## src/rtl/uart_rx_core.sv

```systemverilog
// uart_rx_core: oversampling UART receiver that deframes start/data/stop frames from rx into bytes.
//   clk          in   system clock
//   rst          in   asynchronous reset, active-low
//   s_tick       in   oversample tick (OVS per bit period), 1-clk pulse
//   rx           in   serial line, asynchronous, idles high
//   dout         out  last received byte (DBIT bits)
//   rx_done_tick out  1-clk pulse when dout/frame_err have been updated
//   frame_err    out  stop bit was sampled low on the last frame
//   busy         out  receiver is inside a frame (state != IDLE)
module uart_rx_core #(
    parameter int DBIT    = 8,
    parameter int OVS     = 16,
    parameter int SB_TICK = 16
) (
    input  logic            clk,
    input  logic            rst,
    input  logic            s_tick,
    input  logic            rx,
    output logic [DBIT-1:0] dout,
    output logic            rx_done_tick,
    output logic            frame_err,
    output logic            busy
);
    localparam int SW = $clog2(OVS > SB_TICK ? OVS : SB_TICK);
    localparam int NW = $clog2(DBIT);
    localparam logic [SW-1:0] HALF_M1 = SW'(OVS / 2 - 1);
    localparam logic [SW-1:0] BIT_M1  = SW'(OVS - 1);
    localparam logic [SW-1:0] STOP_M1 = SW'(SB_TICK - 1);
    localparam logic [NW-1:0] LAST_N  = NW'(DBIT - 1);

    typedef enum logic [1:0] {IDLE, START, DATA, STOP} state_t;

    state_t          state_q;
    logic [SW-1:0]   s_cnt_q;
    logic [NW-1:0]   n_cnt_q;
    logic [DBIT-1:0] b_q;
    logic [1:0]      sync_q;
    logic            rx_s;

    assign rx_s = sync_q[1];
    assign busy = (state_q != IDLE);

    always_ff @(posedge clk or negedge rst) begin
        if (!rst) begin
            state_q      <= IDLE;
            s_cnt_q      <= '0;
            n_cnt_q      <= '0;
            b_q          <= '0;
            sync_q       <= 2'b11;
            dout         <= '0;
            rx_done_tick <= 1'b0;
            frame_err    <= 1'b0;
        end else begin
            sync_q       <= {sync_q[0], rx};
            rx_done_tick <= 1'b0;
            case (state_q)
                IDLE: begin
                    // start edge is watched every clock so no tick phase is lost
                    if (!rx_s) begin
                        state_q <= START;
                        s_cnt_q <= '0;
                    end
                end
                START: begin
                    if (s_tick) begin
                        if (s_cnt_q == HALF_M1) begin
                            // mid start bit: still low means a real frame, else a glitch
                            if (!rx_s) begin
                                state_q <= DATA;
                                s_cnt_q <= '0;
                                n_cnt_q <= '0;
                            end else begin
                                state_q <= IDLE;
                            end
                        end else begin
                            s_cnt_q <= s_cnt_q + SW'(1);
                        end
                    end
                end
                DATA: begin
                    if (s_tick) begin
                        if (s_cnt_q == BIT_M1) begin
                            s_cnt_q <= '0;
                            b_q     <= {rx_s, b_q[DBIT-1:1]};
                            if (n_cnt_q == LAST_N) state_q <= STOP;
                            else n_cnt_q <= n_cnt_q + NW'(1);
                        end else begin
                            s_cnt_q <= s_cnt_q + SW'(1);
                        end
                    end
                end
                STOP: begin
                    if (s_tick) begin
                        if (s_cnt_q == STOP_M1) begin
                            // byte is delivered even on a framing error
                            state_q      <= IDLE;
                            dout         <= b_q;
                            frame_err    <= ~rx_s;
                            rx_done_tick <= 1'b1;
                        end else begin
                            s_cnt_q <= s_cnt_q + SW'(1);
                        end
                    end
                end
                default: state_q <= IDLE;
            endcase
        end
    end
endmodule

```

## config.mk

```make
export PLATFORM = sky130hd
export DESIGN_NAME = uart_rx_core
export DESIGN_NICKNAME = d
export VERILOG_FILES = /design/src/rtl/uart_rx_core.sv
export SDC_FILE = /design/constraint.sdc
export NUM_CORES = 1
export LEC_CHECK = 0
export CAP_MARGIN = 20
export CORE_ASPECT_RATIO = 0.8
export CORE_UTILIZATION = 44
export CTS_CLUSTER_SIZE = 14
export DETAILED_ROUTE_END_ITERATION = 10
export PLACE_DENSITY = 0.65
export SLEW_MARGIN = 20
export SYNTH_ARGS = -nofsm -noshare
export SYNTH_HDL_FRONTEND = slang
export SYNTH_SLANG_ARGS = --single-unit
```

## constraint.sdc

```tcl
create_clock -name clk -period 2.26 [get_ports clk]
set_clock_uncertainty 0.15 [all_clocks]
set_input_delay 0.452 -clock clk [delete_from_list [all_inputs] [get_ports clk]]
set_output_delay 0.452 -clock clk [all_outputs]
set_load 0.005 [all_outputs]
```

==> results of run 1 <==
-- cell type report --
cell class              count  share of cell area (%)
well taps                  38                    2.90
inverters                   6                    1.37
repair buffers             22                    13.0
clock inverters             2                   0.610
flip-flops and latches     29                    44.4
multi-input cells          66                    33.4
clock buffers               6                    4.42
-- worst register-to-register path: cells and delay by family, from the launching register on --
family | cells | cell delay [ps]
AO/OA/AOI/OAI | 2 | 580
adder cells (fa/ha/maj) | 1 | 320
flip-flops | 1 | 380
AND/OR/NAND/NOR | 2 | 320
-- registers in the layout, indices dropped and copies added, names as in the netlist, named ones only --
signal	count
dout	8
state_q	1
rx_done_tick	1
s_cnt_q	4
b_q	8
n_cnt_q	3
frame_err	1
sync_q	2
-- cell families after synthesis --
family          count (synthesis)  synth area share (%)
flops                          29                  55.4
mux                            21                  18.0
buf+inv                         9                  2.86
fa+ha+maj                       3                  2.86
simple gates                   26                  12.1
compound gates                 16                  8.76
-- routing by layer --
layer  GRT usage (%)  up-vias  share of wire [%]
met1            22.9      419                 51
met4            8.91        0                1.8
li1                -      426                  -
met2            21.5       17                 42
met5               0        -                  0
met3            6.25        5                4.8
-- where the power goes --
part	internal (mW)	switching, mW	leakage (nW)
clock	0.212	0.186	0.0450
sequential	0.597	0.0917	0.380
combinational	0.191	0.213	0.355
-- through the flow --
| stage | total power, mW | hold WS (ps) | instance area, µm² | cells | util [%] |
|---|---|---|---|---|---|
| floorplan | 0.978 | 6.41 | 1310 | 104 | - |
| global route | 1.59 | 213 | 1640 | 169 | 58.9 |
| detailed placement | 1.10 | 197 | 1560 | 161 | 55.9 |
| finish | 1.49 | 209 | 1640 | 169 | 58.9 |
| CTS | 1.51 | 207 | 1640 | 169 | 58.9 |
| global placement | 1.08 | 196 | 1560 | 161 | 55.9 |
-- synthesized netlist by cell type (all sizes together) (2+ instances only) --
cell / number / share of area [%]
o21ai: 3 / 1.1
nand2: 6 / 1.7
inv: 6 / 1.7
ha: 3 / 2.9
a22o: 2 / 1.3
mux2: 18 / 16
buf: 3 / 1.1
nor3: 4 / 2.4
a21oi: 4 / 1.8
mux2i: 3 / 2.3
dfrtp: 27 / 51
nor2: 6 / 1.9
nand3: 2 / 0.76
dfstp: 2 / 4.0
-- path summary, 6_finish.rpt --
path                            startpoint         end  slack (ps)
worst max-delay path                  flop        busy         160
worst min-delay path             sync_q[0]   sync_q[1]         210
max in group asynchronous              rst   sync_q[1]        1230
worst min register to register   sync_q[0]   sync_q[1]         210
min in group asynchronous              rst  state_q[0]         420
worst max register to register  s_cnt_q[0]  s_cnt_q[3]         390
==> results.sh, run 1 <==
export IMPL_synth_ff_type="dfrtp_1"
export IMPL_finalWorstSetupSlack_ps=162
export IMPL_clockRootBuffer="clkbuf_8"
export IMPL_dp_hpwl_um=1670
export IMPL_viasPerCell=5.13
export IMPL_reg2regPathDepth=5
export IMPL_clkSlewWorstSetupHoldPaths_ps=60
export IMPL_powerDensity_mw_per_mm2=908
export IMPL_wl_um=2290
export IMPL_final_common_cell="dfrtp_1"
export IMPL_period_share_pct=92.8
export IMPL_final_seq_area_um2=728
export IMPL_cp_cell_sequence="nor2_1 > inv_1 > clkdlybuf4s50_1"
export IMPL_slew_headroom_pct=75.3
export IMPL_clkLatencyLatePin_ps=280
export IMPL_drive_above_1_share_pct=30.5
export IMPL_cts_tree="done"
export IMPL_die_y_um=50.9
export IMPL_most_common_layout_cells="dfrtp_1, mux2_2, clkdlybuf4s50_1"
export IMPL_postCtsHoldBufs=0
export IMPL_worst_path_max_fanout=9
export IMPL_grt_overflow=0
export IMPL_yosysWarnings=0
export IMPL_cts_setup_buffers=0
export IMPL_path_delay_family="buffers and inverters"
export IMPL_hold_violations=0
export IMPL_via_count=867
export IMPL_layout_min_cycle_time_ps=2100
export IMPL_max_stage_delay_ps=510
export IMPL_critPathRequiredTime_ps=1660
export IMPL_setup_viol=0
export IMPL_cp_data_arrival_time_ps=1500
export IMPL_numCtsBuffers=5
export IMPL_numPortBuffers=14
export IMPL_drc=0
export IMPL_fillCellCount=212
export IMPL_grt_pass1_vias=811
export IMPL_ys_ff_latch=29
export IMPL_first_pass_iters=5
export IMPL_critPathSlowestCell="dfrtp_1"
export IMPL_clockBufferDepth=2
export IMPL_syn_avg_cell_area_um2=12.6
export IMPL_numClockSinks=29
export IMPL_crit_cells=3
export IMPL_start_kind="flop"
export IMPL_cts_resized=0
export IMPL_status="completed"
export IMPL_synth_cell_types=34
export IMPL_grt_util_all_layers_pct=16.4
export IMPL_std_cell_rows=17
export IMPL_multi_input_area_um2=548
export IMPL_finalSetupTns_ps=0
export IMPL_drt_first_iter_violations=24
export IMPL_critPathKind="flop to output pin"
export IMPL_grt_setup_unrepaired="false"
export IMPL_area_growth_pct=25.0
export IMPL_drtAntennaViolNets=0
export IMPL_num_antenna_cells=0
export IMPL_grt_max_degree=30
export IMPL_synth_edf_count=0
export IMPL_core_area_mm2=0.00279
export IMPL_antenna_found_initial=0
export IMPL_synth_nets=111
export IMPL_synth_seq_area_share_pct=55.4
export IMPL_tightest_slew_ps=371
export IMPL_place_ws_ps=25.6
export IMPL_crit_buf_inv=2
export IMPL_die_area_mm2=0.00321
export IMPL_peakVddDrop_mv=0.407
export IMPL_final_max_slew_viol_count=0
export IMPL_synth_async_reset_ratio_pct=100
export IMPL_holdCritPathClass="flop to flop"
export IMPL_synthCells=104
export IMPL_cp_end_kind="output pin"
export IMPL_h_tree_depth=2
export IMPL_hold_depth=0
export IMPL_nets=137
export IMPL_cellLeakagePower_nw=0.780
export IMPL_place_congestion=0.767
export IMPL_grt_pass1_wl_um=3840
export IMPL_start_util_pct=47.1
export IMPL_io_pins=15
export IMPL_die_w_um=63.1
export IMPL_fmax_ghz=0.477
export IMPL_synth_area_mm2=0.00131
export IMPL_cap_violations=0
export IMPL_avgRoutedWirePerCell_um=13.5
Power figures use the tool's default switching activity.
==> run 2: changes to the inputs <==
Settings changed: CAP_MARGIN 20 to not set.
==> results of run 2 <==
No change in the layout: final DEF, timing and power equal those of run 1.
==> run 3: changes to the inputs <==
Settings changed: CAP_MARGIN set to 20.
Clock period 2.26 ns to 2.1 ns, I/O delays scaled along.
==> results.sh, run 3 (synthesized netlist as in run 1, its figures left out) <==
export IMPL_cts_resized=0
export IMPL_place_congestion=0.830
export IMPL_powerDensity_mw_per_mm2=969
export IMPL_final_max_slew_viol_count=0
export IMPL_start_util_pct=47.1
export IMPL_grt_pass1_vias=851
export IMPL_cp_data_arrival_time_ps=1460
export IMPL_die_w_um=63.1
export IMPL_status="completed"
export IMPL_postCtsHoldBufs=0
export IMPL_use_met2_pct=24.7
export IMPL_antenna_found_initial=0
export IMPL_setup_viol=0
export IMPL_met1_usage_pct=22.5
export IMPL_timing_hold_ws_ps=206
export IMPL_peakVddDrop_mv=0.475
export IMPL_cap_violations=0
export IMPL_grt_util_all_layers_pct=16.8
export IMPL_final_common_cell="dfrtp_1"
export IMPL_numPortBuffers=14
export IMPL_grt_busiest_layer="met2"
export IMPL_grt_setup_unrepaired="false"
export IMPL_die_area_mm2=0.00321
export IMPL_cellLeakagePower_nw=0.796
export IMPL_nets=140
export IMPL_critPathRequiredTime_ps=1530
export IMPL_h_tree_depth=2
export IMPL_core_area_mm2=0.00279
export IMPL_cp_end_kind="output pin"
export IMPL_wl_um=2290
export IMPL_clkLatencyLatePin_ps=270
export IMPL_drtAntennaViolNets=0
export IMPL_hold_violations=0
export IMPL_grt_overflow=0
export IMPL_num_antenna_cells=0
export IMPL_holdCritPathClass="flop to flop"
export IMPL_std_cell_rows=17
export IMPL_viasPerCell=5.21
export IMPL_tightest_slew_ps=344
export IMPL_numCtsBuffers=5
export IMPL_numClockSinks=29
export IMPL_period_share_pct=96.4
export IMPL_area_growth_pct=26.7
export IMPL_cts_tree="done"
export IMPL_design_area_mm2=0.00166
export IMPL_largestRegisters="b_q: 8 flops, dout: 8 flops, s_cnt_q: 4 flops"
export IMPL_fillCellCount=231
export IMPL_first_pass_iters=5
export IMPL_r2r_slack_ps=260
export IMPL_most_common_layout_cells="dfrtp_1, mux2_2, clkdlybuf4s50_1"
export IMPL_fmax_ghz=0.494
export IMPL_grt_max_degree=30
export IMPL_place_area_mm2=0.00158
export IMPL_critPathKind="flop to output pin"
export IMPL_cts_setup_buffers=0
export IMPL_dp_hpwl_um=1670
export IMPL_io_pins=15
export IMPL_drive_above_1_share_pct=32.1
export IMPL_clockRootBuffer="clkbuf_8"
export IMPL_grt_pass1_wl_um=3930
export IMPL_slew_headroom_pct=76.9
export IMPL_via_count=896
export IMPL_drt_first_iter_violations=46
export IMPL_avgRoutedWirePerCell_um=13.3
export IMPL_worst_path_max_fanout=9
export IMPL_clockBufferDepth=2
export IMPL_clkSlewWorstSetupHoldPaths_ps=60
export IMPL_drc=0
export IMPL_start_kind="flop"
export IMPL_grtUsageMet3_pct=5.36
export IMPL_layout_min_cycle_time_ps=2030
export IMPL_die_y_um=50.9
-- run 3: cell count changes in the layout (fill, tap and decap cells not counted), sizes merged --
cell	before	now
buf	8	11
-- run 3: critical path, cell delays in order (launching register included) --
cell	delay (ps)
dfrtp_1	500
nor2_1	110
inv_1	80
clkdlybuf4s50_1	500
-- run 3: area by class of cell --
class / instances / area [µm²] / share of cell area, %
timing repair buffer: 25 / 235 / 14.1
tap: 38 / 47.5 / 2.86
sequential: 29 / 728 / 43.8
clock buffer: 6 / 72.6 / 4.36
clock inverter: 2 / 10.0 / 0.602
multi-input combinational: 66 / 548 / 32.9
inverter: 6 / 22.5 / 1.35
-- run 3: path summary, 6_finish.rpt --
kind / from / endpoint / depth (start not counted)
setup / recovery: flop / busy / 3
hold / removal: sync_q[0] / sync_q[1] / 0
setup reg to reg: s_cnt_q[0] / s_cnt_q[3] / 5
hold reg to reg: sync_q[0] / sync_q[1] / 0
max in group asynchronous: rst / sync_q[0] / 2
min in group asynchronous: rst / s_cnt_q[2] / 2
-- run 3: through the flow --
step	TNS (ps)	utilization [%]	std cells	worst slack (ps)	power [mW]
CTS	0	59.7	172	74.7	1.62
finish	0	59.7	172	74.9	1.61
global placement	-200	56.8	164	-19.5	1.18
global route	0	59.7	172	26.7	1.73
floorplan	0	-	104	273	1.05
detailed placement	-1190	56.8	164	-87.5	1.19
-- run 3: where the power goes --
part / internal (mW) / switching, mW / total (mW) / leakage, nW
sequential: 0.642 / 0.110 / 0.752 / 0.380
combinational: 0.216 / 0.221 / 0.437 / 0.370
clock: 0.229 / 0.194 / 0.423 / 0.0450
-- run 3: routing by layer --
layer	part of all wire (%)	wire (µm)
met3	5.8	134
met5	0	0
met2	45	1020
met4	1.4	33
met1	48	1100
